<file path="config.mk">
export PLATFORM = sky130hd
export DESIGN_NAME = multi_cycle_datapath
export DESIGN_NICKNAME = d
export VERILOG_FILES = /design/src/rtl/yu_core_pkg.sv /design/src/rtl/mc_register_file.sv /design/src/rtl/multi_cycle_datapath.sv
export SDC_FILE = /design/constraint.sdc
export NUM_CORES = 2
export LEC_CHECK = 0
export BUFFER_PORTS_ARGS = -buffer_cell sky130_fd_sc_hd__clkbuf_2
export CAP_MARGIN = 25
export CORE_ASPECT_RATIO = 0.5
export CORE_MARGIN = 1
export CORE_UTILIZATION = 63
export DETAILED_ROUTE_END_ITERATION = 16
export GPL_ROUTABILITY_DRIVEN = 0
export PLACE_DENSITY_LB_ADDON = 0.3
export SLEW_MARGIN = 10
export SYNTH_ARGS = -nofsm -noshare
export SYNTH_HDL_FRONTEND = slang
export SYNTH_SLANG_ARGS = --single-unit
</file>
<file path="constraint.sdc">
create_clock -name clk -period 10.35 [get_ports clk]
set_input_delay 2.07 -clock clk [delete_from_list [all_inputs] [get_ports clk]]
set_output_delay 2.07 -clock clk [all_outputs]
set_load 0.02 [all_outputs]
</file>
<file path="src/rtl/yu_core_pkg.sv">
// Shared definitions for the multi-cycle core: FSM state encoding, ALU operation
// codes, immediate format codes and the immediate extractor.
package yu_core_pkg;

    typedef enum logic [2:0] {
        S_FETCH     = 3'd0,
        S_DECODE    = 3'd1,
        S_EXECUTE   = 3'd2,
        S_MEMORY    = 3'd3,
        S_WRITEBACK = 3'd4
    } state_e;

    typedef enum logic [2:0] {
        ALU_ADD = 3'd0,
        ALU_SUB = 3'd1,
        ALU_AND = 3'd2,
        ALU_OR  = 3'd3,
        ALU_XOR = 3'd4,
        ALU_SLT = 3'd5
    } alu_op_e;

    typedef enum logic [1:0] {
        IMM_I = 2'b00,
        IMM_S = 2'b01,
        IMM_B = 2'b10,
        IMM_J = 2'b11
    } imm_src_e;

    // 32-bit sign-extended immediate; B and J offsets come out already scaled by 2.
    function automatic logic [31:0] imm_gen(input logic [31:0] ir, input imm_src_e src);
        logic [31:0] imm;
        case (src)
            IMM_I:   imm = {{20{ir[31]}}, ir[31:20]};
            IMM_S:   imm = {{20{ir[31]}}, ir[31:25], ir[11:7]};
            IMM_B:   imm = {{19{ir[31]}}, ir[31], ir[7], ir[30:25], ir[11:8], 1'b0};
            default: imm = {{11{ir[31]}}, ir[31], ir[19:12], ir[20], ir[30:21], 1'b0};
        endcase
        return imm;
    endfunction

endpackage

</file>
<file path="src/rtl/mc_register_file.sv">
// Register file: two asynchronous read ports, one synchronous write port.
// Entry 0 is hard-wired to zero; contents are not reset.
module mc_register_file
    import yu_core_pkg::*;
#(
    parameter int XLEN     = 32,
    parameter int NUM_REGS = 32,
    parameter int AW       = $clog2(NUM_REGS)
) (
    input  logic            clk,
    input  logic            we,
    input  logic [AW-1:0]   waddr,
    input  logic [XLEN-1:0] wdata,
    input  logic [AW-1:0]   raddr1,
    input  logic [AW-1:0]   raddr2,
    output logic [XLEN-1:0] rdata1,
    output logic [XLEN-1:0] rdata2
);

    logic [XLEN-1:0] regs [NUM_REGS];

    always_ff @(posedge clk) begin
        if (we && (waddr != '0)) begin
            regs[waddr] <= wdata;
        end
    end

    assign rdata1 = (raddr1 == '0) ? '0 : regs[raddr1];
    assign rdata2 = (raddr2 == '0) ? '0 : regs[raddr2];

endmodule

</file>
<file path="src/rtl/multi_cycle_datapath.sv">
// Multi-cycle datapath: FETCH/DECODE/EXECUTE/MEMORY/WRITEBACK sequencer with a
// single request/ready memory port, driven by an external control unit.
module multi_cycle_datapath
    import yu_core_pkg::*;
#(
    parameter int              XLEN     = 32,
    parameter int              NUM_REGS = 32,
    parameter logic [XLEN-1:0] RESET_PC = '0
) (
    input  logic            clk,
    input  logic            rst,
    output logic            memReq,
    output logic            memWe,
    output logic [XLEN-1:0] memAddr,
    output logic [XLEN-1:0] memWdata,
    input  logic [XLEN-1:0] memRdata,
    input  logic            memReady,
    output logic [31:0]     instr,
    output logic            zero,
    input  logic            regWrite,
    input  logic            ALUSrc,
    input  logic            memWrite,
    input  logic            memRead,
    input  logic            PCSrc,
    input  logic [1:0]      immSrc,
    input  logic [2:0]      ALUControl,
    output logic [2:0]      state
);

    localparam int AW = $clog2(NUM_REGS);

    state_e            state_q;
    logic [XLEN-1:0]   pc;
    logic [XLEN-1:0]   old_pc;
    logic [31:0]       ir;
    logic [XLEN-1:0]   a_q;
    logic [XLEN-1:0]   b_q;
    logic [XLEN-1:0]   imm_q;
    logic [XLEN-1:0]   alu_out;
    logic [XLEN-1:0]   mdr;
    logic              zero_q;
    logic              lat_mem_write;
    logic              lat_mem_read;
    logic              lat_reg_write;

    logic [AW-1:0]     rs1;
    logic [AW-1:0]     rs2;
    logic [AW-1:0]     rd;
    logic [XLEN-1:0]   rdata1;
    logic [XLEN-1:0]   rdata2;
    logic              rf_we;
    logic [XLEN-1:0]   rf_wdata;

    logic signed [31:0] imm32;
    logic [XLEN-1:0]   imm_ext;
    logic [XLEN-1:0]   alu_b;
    logic [XLEN-1:0]   alu_res;
    logic [XLEN-1:0]   pc_plus4;
    logic [XLEN-1:0]   branch_target;

    assign rs1 = ir[15 +: AW];
    assign rs2 = ir[20 +: AW];
    assign rd  = ir[7 +: AW];

    mc_register_file #(
        .XLEN     (XLEN),
        .NUM_REGS (NUM_REGS),
        .AW       (AW)
    ) u_regfile (
        .clk    (clk),
        .we     (rf_we),
        .waddr  (rd),
        .wdata  (rf_wdata),
        .raddr1 (rs1),
        .raddr2 (rs2),
        .rdata1 (rdata1),
        .rdata2 (rdata2)
    );

    assign rf_we    = (state_q == S_WRITEBACK) && lat_reg_write && (rd != '0);
    assign rf_wdata = lat_mem_read ? mdr : alu_out;

    assign imm32   = imm_gen(ir, imm_src_e'(immSrc));
    assign imm_ext = XLEN'(imm32);

    always_comb begin
        alu_b   = ALUSrc ? imm_q : b_q;
        alu_res = a_q + alu_b;
        case (alu_op_e'(ALUControl))
            ALU_ADD: alu_res = a_q + alu_b;
            ALU_SUB: alu_res = a_q - alu_b;
            ALU_AND: alu_res = a_q & alu_b;
            ALU_OR:  alu_res = a_q | alu_b;
            ALU_XOR: alu_res = a_q ^ alu_b;
            ALU_SLT: alu_res = XLEN'(($signed(a_q) < $signed(alu_b)) ? 1'b1 : 1'b0);
            default: alu_res = a_q + alu_b;
        endcase
    end

    assign pc_plus4      = pc + XLEN'(4);
    assign branch_target = old_pc + imm_q;

    // Bus strobes are decoded from the state so a request is visible in the very
    // first cycle after reset release and vanishes the moment rst rises.
    assign memReq   = ~rst && ((state_q == S_FETCH) || (state_q == S_MEMORY));
    assign memWe    = (state_q == S_MEMORY) && lat_mem_write;
    assign memAddr  = (state_q == S_MEMORY) ? alu_out : pc;
    assign memWdata = b_q;

    assign instr = ir;
    assign zero  = zero_q;
    assign state = state_q;

    // Memory/writeback controls are captured in EXECUTE, keeping the bus stable
    // across ready waits regardless of control-unit glitches.
    always_ff @(posedge clk or posedge rst) begin
        if (rst) begin
            state_q       <= S_FETCH;
            pc            <= RESET_PC;
            old_pc        <= '0;
            ir            <= '0;
            a_q           <= '0;
            b_q           <= '0;
            imm_q         <= '0;
            alu_out       <= '0;
            mdr           <= '0;
            zero_q        <= 1'b0;
            lat_mem_write <= 1'b0;
            lat_mem_read  <= 1'b0;
            lat_reg_write <= 1'b0;
        end else begin
            case (state_q)
                S_FETCH: begin
                    if (memReady) begin
                        ir      <= 32'(memRdata);
                        old_pc  <= pc;
                        pc      <= pc_plus4;
                        state_q <= S_DECODE;
                    end
                end
                S_DECODE: begin
                    a_q     <= rdata1;
                    b_q     <= rdata2;
                    imm_q   <= imm_ext;
                    state_q <= S_EXECUTE;
                end
                S_EXECUTE: begin
                    alu_out       <= alu_res;
                    zero_q        <= (alu_res == '0);
                    lat_mem_write <= memWrite;
                    lat_mem_read  <= memRead;
                    lat_reg_write <= regWrite;
                    if (PCSrc) begin
                        pc <= branch_target;
                    end
                    if (memRead || memWrite) begin
                        state_q <= S_MEMORY;
                    end else if (regWrite) begin
                        state_q <= S_WRITEBACK;
                    end else begin
                        state_q <= S_FETCH;
                    end
                end
                S_MEMORY: begin
                    if (memReady) begin
                        if (lat_mem_write) begin
                            state_q <= S_FETCH;
                        end else begin
                            mdr     <= memRdata;
                            state_q <= S_WRITEBACK;
                        end
                    end
                end
                S_WRITEBACK: begin
                    state_q <= S_FETCH;
                end
                default: begin
                    state_q <= S_FETCH;
                end
            endcase
        end
    end

endmodule
</file>
# After elaboration in Yosys (flattened, before gate mapping)
# Memories as Yosys holds them, arrays and structs flattened.
# Index checks and enable logic that the tools add are counted.
[op_classes]
addsub = 4
n_bitwise = 5
order_cmp = 1
eq_ne = 14
muxes = 19
n_reduce_logical = 18
[ops]
columns = ["operator", "count"]
rows = [
  ["32-bit two-way mux", 7],
  ["32-bit case mux with 5 select lines", 1],
  ["32-bit adder", 2],
  ["32-bit case mux with 2 select lines", 1],
  ["20-bit case mux with 3 select lines", 1],
  ["32-bit by 3-bit adder with 32-bit output (second input constant)", 1],
  ["32-bit bitwise AND", 1],
  ["32-bit zero test", 1],
  ["32-bit < comparator", 1],
  ["32-bit OR", 1],
  ["32-bit subtractor", 1],
  ["32-bit bitwise XOR", 1],
  ["3-bit two-way mux", 5],
  ["3-bit by 2-bit == test with 1-bit output (second input constant)", 4],
  ["3-bit case mux with 4 select lines", 1],
  ["5-bit zero test", 2],
  ["3-bit == test (second input constant)", 3],
  ["3-bit by 1-bit == test with 1-bit output (second input constant)", 2],
  ["2-bit != test (second input constant)", 3],
  ["3-bit AND reduction", 2],
  ["1-bit logical AND", 5],
  ["5-bit nonzero test", 1],
  ["2-bit AND reduction", 2],
  ["3-bit zero test", 1],
  ["other kinds (7)", 11],
]
[totals]
n_memories = 1
output_inout_bits = 102
ramBits = 1024
regBits = 252
[memory_table]
columns = ["memory", "words", "word_bits", "rd", "rd_clocked_by_memory_dff", "wr", "line", "source"]
rows = [
  ["u_regfile.regs", 32, 32, 2, 0, 1, "mc_register_file.sv:20", "logic [XLEN-1:0] regs [NUM_REGS];"],
]

# Logic depth before layout (Yosys ltp)
[logic_depth]
ltp_word = 6
depth_mapped = 16
mapped_depth_nobuf = 15

# Modules after synthesis
# From an unflattened synthesis, not the netlist that was laid out.
[unflattened]
hier_cells = 4755
area_unflattened_um2 = 65984.5
[modules_own_cells]
columns = ["mod", "seq_area_each_um2", "instances", "cells_each", "area_per_inst_um2"]
rows = [
  ["mc_register_file", 30749.5, 1, 2564, 47904.7],
  ["multi_cycle_datapath", 6306.0, 1, 2191, 18079.8],
]

# Least setup slack after synthesis
# No wires, ideal clock.
[synth_timing]
path_type = "input to register"
start = "in ALUSrc"
end = "reg zero_q (netlist: zero)"
slack_ps = 4493
cell_stages = 16
t_arrival_ps = 5791
required_time_ps = 10284
setup_ps = 66
path_cell_list = "buf_1 mux2i_1 inv_1 ha_1 fa_1 a211oi_1 o21ai_0 a211o_1 nand3b_1 a31oi_1 xnor2_1 a2bb2oi_1 or4_1 nor4_1 and3_1 a41o_1"
[synth_via]
elab_chain_len = 5
elab_cells_between_ends = 10
classes_between = "add/sub: 2; order compare: 1; mux: 3; bitwise: 3; reduce/logical: 1"
[synth_rtl]
columns = ["item", "line", "source"]
rows = [
  ["from (decl)", "multi_cycle_datapath.sv:21", "input logic ALUSrc,"],
  ["32-bit two-way mux *", "multi_cycle_datapath.sv:87", "alu_b = ALUSrc ? imm_q : b_q;"],
  ["32-bit < comparator", "multi_cycle_datapath.sv:95", "ALU_SLT: alu_res = XLEN'(($signed(a_q) < $signed(alu_b)) ? 1'b1 : 1'b0);"],
  ["1-bit two-way mux", "multi_cycle_datapath.sv:95", ""],
  ["32-bit case mux with 5 select lines *", "multi_cycle_datapath.sv:89", "case (alu_op_e'(ALUControl))"],
  ["32-bit zero test *", "multi_cycle_datapath.sv:149", "zero_q <= (alu_res == '0);"],
  ["to (signal assigned)", "multi_cycle_datapath.sv:149", ""],
  ["to (decl)", "multi_cycle_datapath.sv:41", "logic zero_q;"],
]
# Every way passes the cells marked *; elsewhere a longest branch is shown, timed or not.
# A chain may end at the register's enable or synchronous reset.

# Final worst setup path
# Same ends and word-level chain as after synthesis.

==> reports/qor.yml <==
drt:
  drcViolationCount: 0
  wl_per_cell_um: 35.4
  first_pass_iters: 9
  vias_per_cell: 7.65
  routed_wl_um: 211000
  drt_iter0_markers: 7963
  drtAntennaViolNets: 0
  num_vias: 45600
die:
  rows: 83
  core_um2: 103000
  start_util_pct: 63.6
  die_area_um2: 105000
  die_x_um: 457
  io_pins: 147
  die_h_um: 230
clock_network:
  clock_latency_ns: 0.77
  ctsLongestPathBuffers: 3
  cts_num_sinks: 1276
  numCtsBuffers: 110
  cts_tree: "yes"
  clk_pin_slew_worst_paths_ns: 0.07
  htreeDepth: 3
  post_cts_buffers: 0
  holdBufCountCts: 0
  root_buffer: "clkbuf_16"
  post_cts_resized: 0
timing:
  setup_slack_ns: 4.21
  setup_viol: 0
  hold_violations: 0
  rsz0062_at_grt: "no"
  max-slew-margin-rel_pct: 12.5
  period_minus_slack_ns: 6.14
  slew_violations: 0
  period_share_pct: 59.3
  fin_skew_ns: 0.0432
  tightest_slew_ns: 1.30
  finalSetupTns_ns: 0
  fmax_mhz: 163
placement:
  io_buffers: 146
  preCtsSetupSlack_ns: 3.59
  dp_hpwl_um: 126000
  dp.cells: 5745
worst_setup_path:
  cpPeakStageDelay_ns: 0.65
  critPathRequiredTime_ns: 11.03
  r2r_start: "imm_q[20]"
  criticalPathCategory: "primary input to flop"
  crit_path_cell_trace: "clkbuf_2 -> mux2i_1 -> inv_1 -> ha_1 -> fa_1 -> a211oi_1 -> o21ai_0 -> a211o_1 -> nand3b_1 -> a31oi_1 -> xnor2_1 -> a2bb2oi_1 -> or4_1 -> nor4_1 -> and3_1 -> a41o_1"
  r2r_end: "zero"
  critical_path.max_fanout: 22
  slowest_stage: "clkbuf_2"
  r2r_cells: 14
  worst-path-buf-inv: 2
  startpoint_type: "primary input"
  crit_path_end_kind: "flop"
  worst_path_dominant_cell_family: "simple AND/OR/NAND/NOR gates"
  arrival_ns: 6.81
  reg2reg_slack_ns: 5.46
yosys:
  yosysTopAreaCell: "edfxtp_1"
  synth_top_flop_cell: "edfxtp_1"
  yosysMostFrequentCell: "edfxtp_1"
  synth.ff_latch_count: 1276
  synthArstFlopShare_pct: 19.7
  syn-instance-count: 4427
  synth_top_area_share_pct: 47.1
  postSynthAreaPerCell_um2: 14.8
  yosys-top-cells-count: "1024 x edfxtp_1, 482 x mux4_2, 399 x nand2_1, 252 x dfrtp_1, 217 x clkbuf_1"
  yosys-top-cells-area: "edfxtp_1 47%, mux4_2 17%, dfrtp_1 9.7%, mux2i_1 3.0%, mux2_2 2.9%"
  synth_cell_types: 90
  synth_warnings: 0
  ys_seq_area_share_pct: 56.7
  synth_edf_count: 1024
  syn-cell-area_um2: 65300
power_and_ir_drop:
  seq_power_share_pct: 34.1
  p_sw_mw: 10.1
  pwr_density_cell_nw_per_um2: 330
  comb_power_share_pct: 48.6
  cellLeakagePower_nw: 25.1
  switching_share_pct: 43.0
  p_int_mw: 13.4
  clkPwrFrac_pct: 17.3
  irDropWorstVdd_mv: 0.266
hold_path:
  hp-class: "flop to flop"
  whs_path_depth: 2
  min_to: "old_pc[27]"
  min_from: "old_pc[27]"
layout:
  nets: 4702
  fin_util_pct: 69.4
  finalNonFillerCells: 5958
  drive_gt1_share_pct: 24.5
  syn_to_final_growth_pct: 9.07
grt:
  overflow: 0
  antenna_found_initial: 9
  grt_pass1_vias: 44400
  grt_use_total_pct: 40.2
  grt_pass1_wl_um: 303000
  grt_max_degree: 131
flow_run:
  maxCapViolations: 0
run_status:
  status: "completed"
## routing by layer
metal	share of wire [%]	GRT usage, %	up-vias
met1	33	52.4	22700
li1	-	-	17800
met2	43	59.0	4218
met4	5.8	18.5	14
met5	0.13	1.22	-
met3	17	16.8	801
## worst reg2reg max path: stages (launching register included)
cell and delay (ns):
dfrtp_1 0.96, and2_1 0.52, a21oi_1 0.19, ha_1 0.51
and4_1 0.30, nand2_1 0.09, nor3_1 0.23, nand4b_1 0.16
o211a_1 0.22, a221o_1 0.36, o2bb2ai_1 0.16, or3_1 0.38
nor4_1 0.36, and3_1 0.24, a41o_1 0.17
## cells by family (layout without fill, tap and decap cells)
group | count (synthesis) | after routing | synth area share [%]
buffers and inverters | 435 | 569 | 2.58
and+or+nand+nor | 811 | 811 | 5.61
muxes | 846 | 846 | 22.5
DFF | 1276 | 1276 | 56.7
AOI/OAI and AO/OA | 842 | 842 | 8.73
xor gates and xnor gates | 61 | 61 | 0.818
other | 1 | 38 | 0.00574
adders and majority gates | 155 | 155 | 3.00
## sequential cells by signal, indices dropped and copies added (netlist names), 3 cells and up
name,cells
u_regfile.regs,1024
a_q,32
alu_out,32
instr,32
mdr,32
memWdata,32
old_pc,32
pc,32
imm_q,21
state,3
## stage by stage
stage / cell area, um2 / hold slack, ns / total power, mW
after CTS: 71200 / 0.483 / 23.0
after global placement: 67700 / 0.458 / 18.6
final: 71200 / 0.483 / 23.5
after floorplan: 65400 / 0.452 / 15.1
after detailed placement: 67700 / 0.466 / 18.9
after global routing: 71200 / 0.500 / 24.2
## cells in the final DEF (no fill, tap or decap), drive strengths merged, types with 20 or more instances in the layout
cell	count
a211oi	35
a221oi	66
clkbuf	295
buf	100
a21o	26
mux2	171
a21oi	184
o21ai	173
a31oi	23
mux2i	193
dfrtp	252
o211ai	35
inv	122
a22o	68
nor2	158
edfxtp	1024
xnor2	42
o221ai	38
o22ai	70
nand2	399
conb	32
nand2b	44
nand3	51
mux4	482
ha	152
nand4	20
nor3	37
nor2b	27
clkinv	46
## final cells by class
| type | count | area (um2) |
|---|---|---|
| flip-flops and latches | 1276 | 37100 |
| fillers | 6480 | 31500 |
| multi-input cells | 2747 | 27000 |
| clock buffers | 148 | 3000 |
| well taps | 1360 | 1700 |
| repair buffers | 247 | 1560 |
| inverters | 120 | 458 |
| clock inverters | 54 | 435 |
| diodes | 6 | 15.0 |
## worst max path at each step
| stage | startpoint | end | slack, ns | cells after the start |
|---|---|---|---|---|
| after global routing | ALUSrc | zero | 4.06 | 16 |
| after detailed placement | ALUSrc | zero | 3.59 | 16 |
| final | ALUSrc | zero | 4.21 | 16 |
| after global placement | ALUSrc | zero | 3.58 | 16 |
| after floorplan | rst | a_q[0] | 1.35 | 1 |
| after CTS | ALUSrc | zero | 4.35 | 16 |
## power by group through the flow
stage / sequential, mW / clock [mW] / combinational (mW)
after floorplan: 7.45 / 0 / 7.65
after global placement: 8.05 / 0 / 10.5
after detailed placement: 8.07 / 0 / 10.8
after CTS: 7.97 / 4.06 / 10.9
after global routing: 8.01 / 4.24 / 11.9
final: 8.01 / 4.06 / 11.4
Note: power is estimated with default switching activity, not from simulation.
